<file path="config.mk">
export PLATFORM = sky130hd
export DESIGN_NAME = ultrasonic_stop_detect
export DESIGN_NICKNAME = d
export VERILOG_FILES = /design/src/rtl/ultrasonic_stop_detect_pkg.sv /design/src/rtl/ultrasonic_stop_detect_echo_sync.sv /design/src/rtl/ultrasonic_stop_detect.sv
export SDC_FILE = /design/constraint.sdc
export NUM_CORES = 1
export LEC_CHECK = 0
export CAP_MARGIN = 30
export CORE_AREA = 4 4 104 106
export DETAILED_ROUTE_END_ITERATION = 10
export DIE_AREA = 0 0 108 110
export PLACE_DENSITY = 0.69
export SLEW_MARGIN = 20
export SYNTH_ARGS = -nofsm -noshare
export SYNTH_HDL_FRONTEND = slang
export SYNTH_SLANG_ARGS = --single-unit
</file>
<file path="constraint.sdc">
create_clock -name cin -period 3.5 [get_ports cin]
set_input_delay 0.525 -clock cin [delete_from_list [all_inputs] [get_ports cin]]
set_output_delay 0.525 -clock cin [all_outputs]
set_load 0.01 [all_outputs]
</file>
<file path="src/rtl/ultrasonic_stop_detect_pkg.sv">
// Shared definitions for the ultrasonic stop path: ranger state
// encoding and the default timing constants reused by the game timers.
package ultrasonic_stop_detect_pkg;

    // System clock and ranging constants (58 us of round trip per cm).
    localparam int unsigned DEF_CLK_HZ        = 50_000_000;
    localparam int unsigned DEF_CYCLES_PER_CM = 2900;

    // Ranger sequencing defaults.
    localparam int unsigned DEF_TRIG_CYC  = 500;
    localparam int unsigned DEF_GAP_CYC   = 3_000_000;
    localparam int unsigned DEF_WAIT_CYC  = 1_500_000;
    localparam int unsigned DEF_MAX_CM    = 400;
    localparam int unsigned DEF_THRESH_CM = 10;
    localparam int unsigned DEF_NHITS     = 2;

    typedef enum logic [2:0] {
        IDLE      = 3'd0,
        TRIG      = 3'd1,
        WAIT_RISE = 3'd2,
        MEASURE   = 3'd3,
        GAP       = 3'd4,
        DONE      = 3'd5
    } us_state_e;

    // Larger of two unsigned values; used to size shared cycle counters.
    function automatic int unsigned umax(input int unsigned a,
                                         input int unsigned b);
        return (a > b) ? a : b;
    endfunction

endpackage

</file>
<file path="src/rtl/ultrasonic_stop_detect_echo_sync.sv">
// Two-flop synchronizer for the sensor echo line plus edge detection.
// Ports: clk_i, rst_ni (sync, active low), echo_i (async) -> rise_o, fall_o.
module ultrasonic_stop_detect_echo_sync (
    input  logic clk_i,
    input  logic rst_ni,
    input  logic echo_i,
    output logic rise_o,
    output logic fall_o
);

    logic meta_q;
    logic sync_q;
    logic prev_q;

    always_ff @(posedge clk_i) begin
        if (!rst_ni) begin
            meta_q <= 1'b0;
            sync_q <= 1'b0;
            prev_q <= 1'b0;
        end else begin
            meta_q <= echo_i;
            sync_q <= meta_q;
            prev_q <= sync_q;
        end
    end

    // Edges are judged only on the synchronized copy.
    assign rise_o = sync_q & ~prev_q;
    assign fall_o = ~sync_q & prev_q;

endmodule

</file>
<file path="src/rtl/ultrasonic_stop_detect.sv">
// HC-SR04 style ranger front-end: pings, measures echo width in cm and
// pulses stop after NHITS consecutive near pings.
// Ports: cin, resetn (sync, active low), enable, echo (async) in;
//        trig, stop, distance[8:0], dist_valid, no_target out.
module ultrasonic_stop_detect
    import ultrasonic_stop_detect_pkg::*;
#(
    parameter int unsigned CYCLES_PER_CM = DEF_CYCLES_PER_CM,
    parameter int unsigned TRIG_CYC      = DEF_TRIG_CYC,
    parameter int unsigned GAP_CYC       = DEF_GAP_CYC,
    parameter int unsigned WAIT_CYC      = DEF_WAIT_CYC,
    parameter int unsigned MAX_CM        = DEF_MAX_CM,
    parameter int unsigned THRESH_CM     = DEF_THRESH_CM,
    parameter int unsigned NHITS         = DEF_NHITS
) (
    input  logic       cin,
    input  logic       resetn,
    input  logic       enable,
    input  logic       echo,
    output logic       trig,
    output logic       stop,
    output logic [8:0] distance,
    output logic       dist_valid,
    output logic       no_target
);

    localparam int unsigned MAXCYC =
        umax(umax(CYCLES_PER_CM, TRIG_CYC), umax(GAP_CYC, WAIT_CYC));
    localparam int unsigned CW = $clog2(MAXCYC + 1);
    localparam int unsigned HW = $clog2(NHITS + 1);

    localparam logic [CW-1:0] TRIG_LAST = CW'(TRIG_CYC - 1);
    localparam logic [CW-1:0] WAIT_LAST = CW'(WAIT_CYC - 1);
    localparam logic [CW-1:0] GAP_LAST  = CW'(GAP_CYC - 1);
    localparam logic [CW-1:0] SUB_LAST  = CW'(CYCLES_PER_CM - 1);
    localparam logic [8:0]    MAX_D     = 9'(MAX_CM);
    localparam logic [8:0]    THR_D     = 9'(THRESH_CM);
    localparam logic [HW-1:0] NHITS_D   = HW'(NHITS);

    logic echo_rise;
    logic echo_fall;

    ultrasonic_stop_detect_echo_sync u_echo_sync (
        .clk_i  (cin),
        .rst_ni (resetn),
        .echo_i (echo),
        .rise_o (echo_rise),
        .fall_o (echo_fall)
    );

    us_state_e     state_q, state_d;
    logic [CW-1:0] per_q, per_d;
    logic [CW-1:0] sub_q, sub_d;
    logic [8:0]    cm_q, cm_d;
    logic [HW-1:0] hits_q, hits_d;
    logic          armed_q, armed_d;
    logic          trig_q, trig_d;
    logic          stop_q, stop_d;
    logic          dv_q, dv_d;
    logic [8:0]    dist_q, dist_d;
    logic          nt_q, nt_d;

    logic          wrap;
    logic [8:0]    cm_nxt;
    logic          done_go;
    logic          res_tmo;
    logic [8:0]    res_cm;
    logic          hit;

    // Sequencer. The result is latched on the transition into DONE so
    // distance, no_target and stop line up with the DONE cycle.
    always_comb begin
        state_d = state_q;
        per_d   = per_q + CW'(1);
        sub_d   = sub_q;
        cm_d    = cm_q;
        done_go = 1'b0;
        res_tmo = 1'b0;
        res_cm  = cm_q;
        wrap    = (sub_q == SUB_LAST);
        // The fall cycle itself still counts toward the width.
        cm_nxt  = cm_q + 9'(wrap);

        unique case (state_q)
            IDLE: begin
                per_d = '0;
                if (enable) begin
                    state_d = TRIG;
                end
            end
            TRIG: begin
                if (per_q == TRIG_LAST) begin
                    state_d = WAIT_RISE;
                end
            end
            WAIT_RISE: begin
                if (echo_rise) begin
                    state_d = MEASURE;
                    sub_d   = '0;
                    cm_d    = '0;
                end else if (per_q >= WAIT_LAST) begin
                    state_d = DONE;
                    done_go = 1'b1;
                    res_tmo = 1'b1;
                end
            end
            MEASURE: begin
                sub_d = wrap ? '0 : sub_q + CW'(1);
                cm_d  = cm_nxt;
                if (echo_fall) begin
                    state_d = DONE;
                    done_go = 1'b1;
                    res_cm  = cm_nxt;
                end else if (cm_nxt >= MAX_D) begin
                    // Out of range: give up without waiting for echo low.
                    state_d = DONE;
                    done_go = 1'b1;
                    res_tmo = 1'b1;
                end
            end
            DONE: begin
                state_d = GAP;
            end
            GAP: begin
                if (per_q >= GAP_LAST) begin
                    if (enable) begin
                        state_d = TRIG;
                        per_d   = '0;
                    end else begin
                        state_d = IDLE;
                    end
                end
            end
            default: begin
                state_d = IDLE;
                per_d   = '0;
            end
        endcase

        if (!enable) begin
            state_d = IDLE;
            per_d   = '0;
            done_go = 1'b0;
        end
    end

    // Result publication and hit/arm bookkeeping.
    always_comb begin
        hits_d  = hits_q;
        armed_d = armed_q;
        stop_d  = 1'b0;
        dv_d    = 1'b0;
        dist_d  = dist_q;
        nt_d    = nt_q;
        trig_d  = (state_d == TRIG);
        hit     = ~res_tmo & (res_cm < THR_D);

        if (done_go) begin
            dv_d   = 1'b1;
            dist_d = res_tmo ? MAX_D : res_cm;
            nt_d   = res_tmo;
            if (hit) begin
                if (hits_q != NHITS_D) begin
                    hits_d = hits_q + HW'(1);
                end
                // Fire once per presence; a far ping re-arms.
                if (hits_d == NHITS_D && armed_q) begin
                    stop_d  = 1'b1;
                    armed_d = 1'b0;
                end
            end else begin
                hits_d  = '0;
                armed_d = 1'b1;
            end
        end

        if (!enable) begin
            hits_d  = '0;
            armed_d = 1'b1;
        end
    end

    always_ff @(posedge cin) begin
        if (!resetn) begin
            state_q <= IDLE;
            per_q   <= '0;
            sub_q   <= '0;
            cm_q    <= '0;
            hits_q  <= '0;
            armed_q <= 1'b1;
            trig_q  <= 1'b0;
            stop_q  <= 1'b0;
            dv_q    <= 1'b0;
            dist_q  <= MAX_D;
            nt_q    <= 1'b1;
        end else begin
            state_q <= state_d;
            per_q   <= per_d;
            sub_q   <= sub_d;
            cm_q    <= cm_d;
            hits_q  <= hits_d;
            armed_q <= armed_d;
            trig_q  <= trig_d;
            stop_q  <= stop_d;
            dv_q    <= dv_d;
            dist_q  <= dist_d;
            nt_q    <= nt_d;
        end
    end

    assign trig       = trig_q;
    assign stop       = stop_q;
    assign dist_valid = dv_q;
    assign distance   = dist_q;
    assign no_target  = nt_q;

endmodule

</file>
# Word level (Yosys, flattened, before mapping)

Cells that the tools add are included.

Bits in registers: 75
Latch bits: 0
RAM bits: 0
ROM bits: 0
Bits of input ports: 4
Logic and storage cells: 82
Memories: 0

Add/sub/neg operators: 4
Multipliers: 0
Div/mod/pow operators: 0
Magnitude comparators: 4
Equality and inequality tests: 12
Shift operators: 0
Mux-type cells: 34
Bitwise operators: 6
Reductions and logical operators: 8

Operator list:

| kind                                                                | count |
|---|---|
| one-hot mux 22 bit (2 select lines)                                 | 2 |
| 2-to-1 mux 22 bit                                                   | 3 |
| adder 22 x 1 -> 22 bit, second input constant                       | 2 |
| 2-to-1 mux 9 bit                                                    | 4 |
| equality test 22 x 12 -> 1 bit, second input constant               | 1 |
| equality test 22 x 9 -> 1 bit, second input constant                | 1 |
| greater-or-equal comparator 22 x 21 -> 1 bit, second input constant | 1 |
| greater-or-equal comparator 22 bit, second input constant           | 1 |
| 2-to-1 mux 3 bit                                                    | 7 |
| one-hot mux 3 bit (6 select lines)                                  | 1 |
| one-hot mux 9 bit (2 select lines)                                  | 1 |
| 2-to-1 mux 1 bit                                                    | 10 |
| adder 9 x 1 -> 9 bit                                                | 1 |
| greater-or-equal comparator 9 bit, second input constant            | 1 |
| less-than comparator 9 x 4 -> 1 bit, second input constant          | 1 |
| 2-to-1 mux 2 bit                                                    | 4 |
| equality test 3 x 1 -> 1 bit, second input constant                 | 2 |
| equality test 3 x 2 -> 1 bit, second input constant                 | 2 |
| equality test 3 bit, second input constant                          | 2 |
| AND reduction 2 bit                                                 | 3 |
| inequality test 2 bit, second input constant                        | 2 |
| one-hot mux 1 bit (2 select lines)                                  | 2 |
| OR reduction 4 bit                                                  | 1 |
| AND 1 bit                                                           | 3 |
| other kinds (8)                                                     | 10 |

# Longest topological paths before layout

Depth after elaboration: 14
Mapped depth: 14

# Cells and area by module

Synthesis repeated with hierarchy kept, for this count alone.

Cell total of the unflattened synthesis: 490
Area total of the unflattened synthesis: 3888.7 um^2

Modules (own cells, without submodules):

| module                           | times used | cells each | area an instance (um^2) |
|---|---|---|---|
| ultrasonic_stop_detect           | 1          | 482        | 3797.4 |
| ultrasonic_stop_detect_echo_sync | 1          | 8          | 91.3 |

# Worst setup path before layout

Ideal clock, no wire load.

Path kind: register to register
From: register sub_q[0]
To: register armed_q
Setup time: 122 ps
Arrival: 2937 ps
Required time: 3378 ps
Path slack: 441 ps
Cell stages (with the launch flop): 14
Path buffers: 0
Path through: dfxtp_1 ha_1 nor3b_1 nand4_1 nor3_1 ha_1 ha_1 nand2_1 or3_1 xor2_1 a31oi_1 nor2_1 nand4_4 a221o_1

Longest elaborated chain between the ends: 10
Elaborated cells between the ends (all ways): 17
Classes of those cells: add/sub (1); order compare (2); eq/ne (2); mux (9); bitwise (2); reduce/logical (1)

RTL lines:

| item                                     | RTL line                      | source |
|---|---|---|
| from (decl)                              | ultrasonic_stop_detect.sv:53  | `logic [CW-1:0] sub_q, sub_d;` |
| from (signal assigned)                   | ultrasonic_stop_detect.sv:199 | `sub_q <= sub_d;` |
| equality test 22 x 12 -> 1 bit (*)       | ultrasonic_stop_detect.sv:80  | `wrap = (sub_q == SUB_LAST);` |
| adder 9 x 1 -> 9 bit (*)                 | ultrasonic_stop_detect.sv:82  | `cm_nxt = cm_q + 9'(wrap);` |
| greater-or-equal comparator 9 bit        | ultrasonic_stop_detect.sv:114 | `end else if (cm_nxt >= MAX_D) begin` |
| 2-to-1 mux 1 bit                         | ultrasonic_stop_detect.sv:114 |  |
| 2-to-1 mux 1 bit                         | ultrasonic_stop_detect.sv:110 | `if (echo_fall) begin` |
| one-hot mux 1 bit (2 select lines)       | ultrasonic_stop_detect.sv:84  | `unique case (state_q)` |
| inverter 1 bit                           | ultrasonic_stop_detect.sv:156 | `hit = ~res_tmo & (res_cm < THR_D);` |
| AND 1 bit                                | ultrasonic_stop_detect.sv:156 |  |
| inequality test 2 x 1 -> 1 bit (no line) | n/a                           |  |
| AND reduction 2 bit (no line)            | n/a                           |  |
| to (signal assigned)                     | ultrasonic_stop_detect.sv:202 | `armed_q <= armed_d;` |
| to (decl)                                | ultrasonic_stop_detect.sv:56  | `logic armed_q, armed_d;` |

Mark *: on every way between the ends. The rest lies on a longest branch, timed or not.
A chain may end at the register's enable or synchronous reset.

# Final worst setup path

Same ends and word-level chain as after synthesis.

==> impl_metrics.sql <==
INSERT INTO impl_metrics (metric_group, metric, value, unit) VALUES
('floorplanning', 'floorplan.die.width', '108', 'um'),
('worst_setup_path', 'critPathBufInv', '0', ''),
('clock_network', 'clock_tree_from_tritoncts', 'yes', ''),
('clock_network', 'clock_sink_count', '75', ''),
('placement', 'place_congestion', '0.8276', ''),
('synthesis', 'synthFlopType', 'sky130_fd_sc_hd__dfxtp_1', ''),
('timing', 'worst_pin_slew', '876.3', 'ps'),
('global_route', 'antenna_found_initial', '0', ''),
('placement', 'dp.final_hpwl', '6219', 'um'),
('route', 'postRouteAntennaNets', '0', ''),
('clock_network', 'cts_buffer_depth', '2', ''),
('global_route', 'grt.total_usage', '0.1581', ''),
('timing', 'max_freq', '309.5', 'MHz'),
('final_layout', 'insertedDiodeCount', '0', ''),
('timing', 'finalClockSkew', '14.39', 'ps'),
('worst_setup_path', 'cp_max_fo', '7', ''),
('global_route', 'via_count_of_the_first_global_routing_pass', '3328', ''),
('timing', 'finalSetupViolations', '0', ''),
('final_layout', 'layout-drive-gt1-share', '0.08604', ''),
('power', 'powerDensity', '341.8', 'mW/mm^2'),
('worst_setup_path', 'crit_path_max_incr_delay', '420', 'ps'),
('timing', 'grt_setup_unrepaired', 'false', ''),
('worst_setup_path', 'cp_data_required_time', '3750', 'ps'),
('floorplanning', 'die_h', '110', 'um'),
('worst_setup_path', 'worst-setup-path-type', 'reg2reg', ''),
('synthesis', 'synth.lib_cells_used.distinct', '65', ''),
('clock_network', 'post_cts.repair.setup_buffers', '0', ''),
('power', 'static_power_due_to_leakage', '0.001467', 'uW'),
('synthesis', 'synth_edf_count', '0', ''),
('synthesis', 'synthArstFlopShare', '0', ''),
('final_layout', 'fin_nets', '527', ''),
('floorplanning', 'design.die.area', '0.01188', 'mm^2'),
('power', 'power.ir.vdd_worst', '0.0002317', 'V'),
('global_route', 'first_pass_grt_wire_length', '15390', 'um'),
('final_layout', 'fillCellCount', '949', ''),
('worst_setup_path', 'crit_path_cell_trace', 'ha_1 -> nor3b_1 -> nand4_1 -> nor3_2 -> ha_1 -> ha_1 -> nand2_1 -> or3_1 -> xor2_1 -> a31oi_1 -> nor2_1 -> nand4_4 -> a221o_1', ''),
('route', 'detail_route.first_pass.iterations', '4', ''),
('worst_setup_path', 'crit_slowest_cell', 'sky130_fd_sc_hd__or3_1', ''),
('final_layout', 'postLayoutCoreUtil', '0.4602', ''),
('hold_path', 'type_of_the_worst_min_delay_path', 'reg2reg', ''),
('timing', 'drv_slew', '0', ''),
('floorplanning', 'core_area', '0.009774', 'mm^2'),
('clock_network', 'clock_insertion_delay_worst_skew', '350', 'ps'),
('route', 'detailedRoute.firstIterationViolations', '195', ''),
('placement', 'placedCellCount', '640', ''),
('worst_setup_path', 'crit_path_frequent_cell', 'sky130_fd_sc_hd__ha_1', ''),
('clock_network', 'clock_tree.root_cell', 'sky130_fd_sc_hd__clkbuf_8', ''),
('final_layout', 'final_area', '0.004498', 'mm^2'),
('final_layout', 'fin_cells', '656', ''),
('route', 'routed_vias_inst', '5.482', ''),
('route', 'wl', '8884', 'um'),
('status', 'run_status', 'finished clean', ''),
('synthesis', 'synthesis.instances', '514', ''),
('worst_setup_path', 'crit_path_end_kind', 'flop', ''),
('clock_network', 'post_cts_resize_count', '0', ''),
('clock_network', 'clkSlewWorstSetupHoldPaths', '90', 'ps'),
('timing', 'final_hold_viol_count', '0', ''),
('placement', 'placed_cell_area', '0.004304', 'mm^2'),
('synthesis', 'synthesis.nets', '523', ''),
('synthesis', 'warning_count_from_the_yosys_run', '0', ''),
('synthesis', 'post_synthesis_sequential_element_count', '75', ''),
('floorplanning', 'initial_core_util', '0.4195', ''),
('timing', 'min_period', '3231', 'ps'),
('timing', 'total_negative_slack', '0', 'ps'),
('route', 'remaining_drc_errors', '0', ''),
('worst_setup_path', 'critical-path-top-delay-family', 'simple AND/OR/NAND/NOR gates', ''),
('timing', 'timing.slew.headroom', '0.4136', ''),
('worst_setup_path', 'critPathLaunchType', 'flop', ''),
('synthesis', 'netlist_area', '0.004100', 'mm^2'),
('route', 'post_drt_wl_per_cell', '13.54', 'um'),
('clock_network', 'hold_buffers', '0', '');
-- tightest hold or removal path, cell delays in order (launching register included) --
cell and delay [ps]:
sky130_fd_sc_hd__dfxtp_1 320, sky130_fd_sc_hd__inv_1 50, sky130_fd_sc_hd__nor4_1 50
-- path summary, 6_finish.rpt --
| kind | startpoint | end | slack (ps) | cells after the start |
|---|---|---|---|---|
| worst max register to register | sub_q[0] | armed_q | 270 | 13 |
| worst min-delay path | armed_q | stop | 470 | 2 |
| worst min register to register | armed_q | stop | 470 | 2 |
| worst max-delay path | sub_q[0] | armed_q | 270 | 13 |
-- per-layer routing --
metal | share of wire | up-vias | global-route usage
li1 | - | 1844 | -
met1 | 0.48 | 1702 | 0.1986
met2 | 0.49 | 44 | 0.2700
met3 | 0.027 | 6 | 0.03320
met4 | 0.011 | 0 | 0.05410
met5 | 0 | - | 0
-- cell usage in the layout (no fill, tap or decap), drive strengths merged, types with 4 or more instances in the layout --
master	count
nand2b	4
o21ai	33
inv	12
nor3	15
nor4	16
nand3	30
a31oi	6
buf	7
xor2	14
nor3b	8
ha	5
nor2	72
and2	12
a22oi	4
nand4	11
a21oi	41
clkdlybuf4s50	16
and3	11
xnor2	15
nand4b	4
or3	6
clkbuf	9
o21a	4
nor2b	6
dfxtp	75
nand2	44
-- report_power, final --
part           switching, uW  total (uW)  internal, uW
registers               2.39         858           855
logic                   20.2        29.8          9.58
clock network            374         650           276
-- cells by family (layout without fill, tap and decap cells) --
| group | Yosys count | count (layout) | share of synthesized area |
|---|---|---|---|
| adder cells (fa/ha/maj) | 5 | 5 | 0.01526 |
| buffers and inverters | 38 | 47 | 0.05005 |
| multiplexers | 1 | 1 | 0.002441 |
| XOR/XNOR | 29 | 29 | 0.06195 |
| AND/OR/NAND/NOR | 252 | 252 | 0.3265 |
| flip-flops | 75 | 75 | 0.3662 |
| AO/OA/AOI/OAI | 114 | 114 | 0.1776 |
-- registers in the layout, indices dropped and copies added, names as in the netlist --
signal,cells
per_q,22
sub_q,22
cm_q,9
distance,9
state_q,3
hits_q,2
armed_q,1
dist_valid,1
no_target,1
stop,1
trig,1
u_echo_sync.meta_q,1
u_echo_sync.prev_q,1
u_echo_sync.sync_q,1
-- synthesized netlist by cell type, types with 4 or more instances --
library cell	count	area [um^2]
sky130_fd_sc_hd__dfxtp_1	75	1501
sky130_fd_sc_hd__nor2_1	71	266.5
sky130_fd_sc_hd__nand2_1	44	165.2
sky130_fd_sc_hd__a21oi_1	39	195.2
sky130_fd_sc_hd__nand3_1	30	150.1
sky130_fd_sc_hd__o21ai_0	21	105.1
sky130_fd_sc_hd__nor3_1	15	75.07
sky130_fd_sc_hd__xnor2_1	15	131.4
sky130_fd_sc_hd__clkbuf_1	14	52.55
sky130_fd_sc_hd__xor2_1	14	122.6
sky130_fd_sc_hd__nor4_1	13	81.33
sky130_fd_sc_hd__o21ai_1	11	55.05
sky130_fd_sc_hd__and2_1	10	62.56
sky130_fd_sc_hd__buf_2	10	50.05
sky130_fd_sc_hd__nand4_1	10	62.56
sky130_fd_sc_hd__and3_1	9	56.30
sky130_fd_sc_hd__nor3b_1	8	60.06
sky130_fd_sc_hd__inv_1	7	26.28
sky130_fd_sc_hd__nor2b_1	6	37.54
sky130_fd_sc_hd__or3_1	6	37.54
sky130_fd_sc_hd__a31oi_1	5	31.28
sky130_fd_sc_hd__ha_1	5	62.56
sky130_fd_sc_hd__a22oi_1	4	30.03
sky130_fd_sc_hd__buf_6	4	45.04
sky130_fd_sc_hd__nand2b_1	4	25.02
sky130_fd_sc_hd__nand4b_1	4	35.03
sky130_fd_sc_hd__o21a_1	4	30.03
-- final cells by class --
cell class              instances  area (um^2)  area share
multi-input cells             401         2399      0.5332
flip-flops and latches         75         1501      0.3338
repair buffers                 23        212.7     0.04729
well taps                     133        166.4     0.03700
clock buffers                   9        123.9     0.02754
clock inverters                 7        65.06     0.01446
inverters                       8        30.03    0.006676
-- through the flow --
stage	hold slack, ps	setup WS (ps)	power (uW)
2_1_floorplan	411.9	440.9	895.6
3_3_place_gp	441.7	288.5	908.1
3_5_place_dp	447.0	165.9	908.3
4_1_cts	465.3	141.6	1566
5_1_grt	463.1	40.28	1603
6_report	468.0	268.7	1537
No activity file was read; power rests on OpenSTA's default activity.
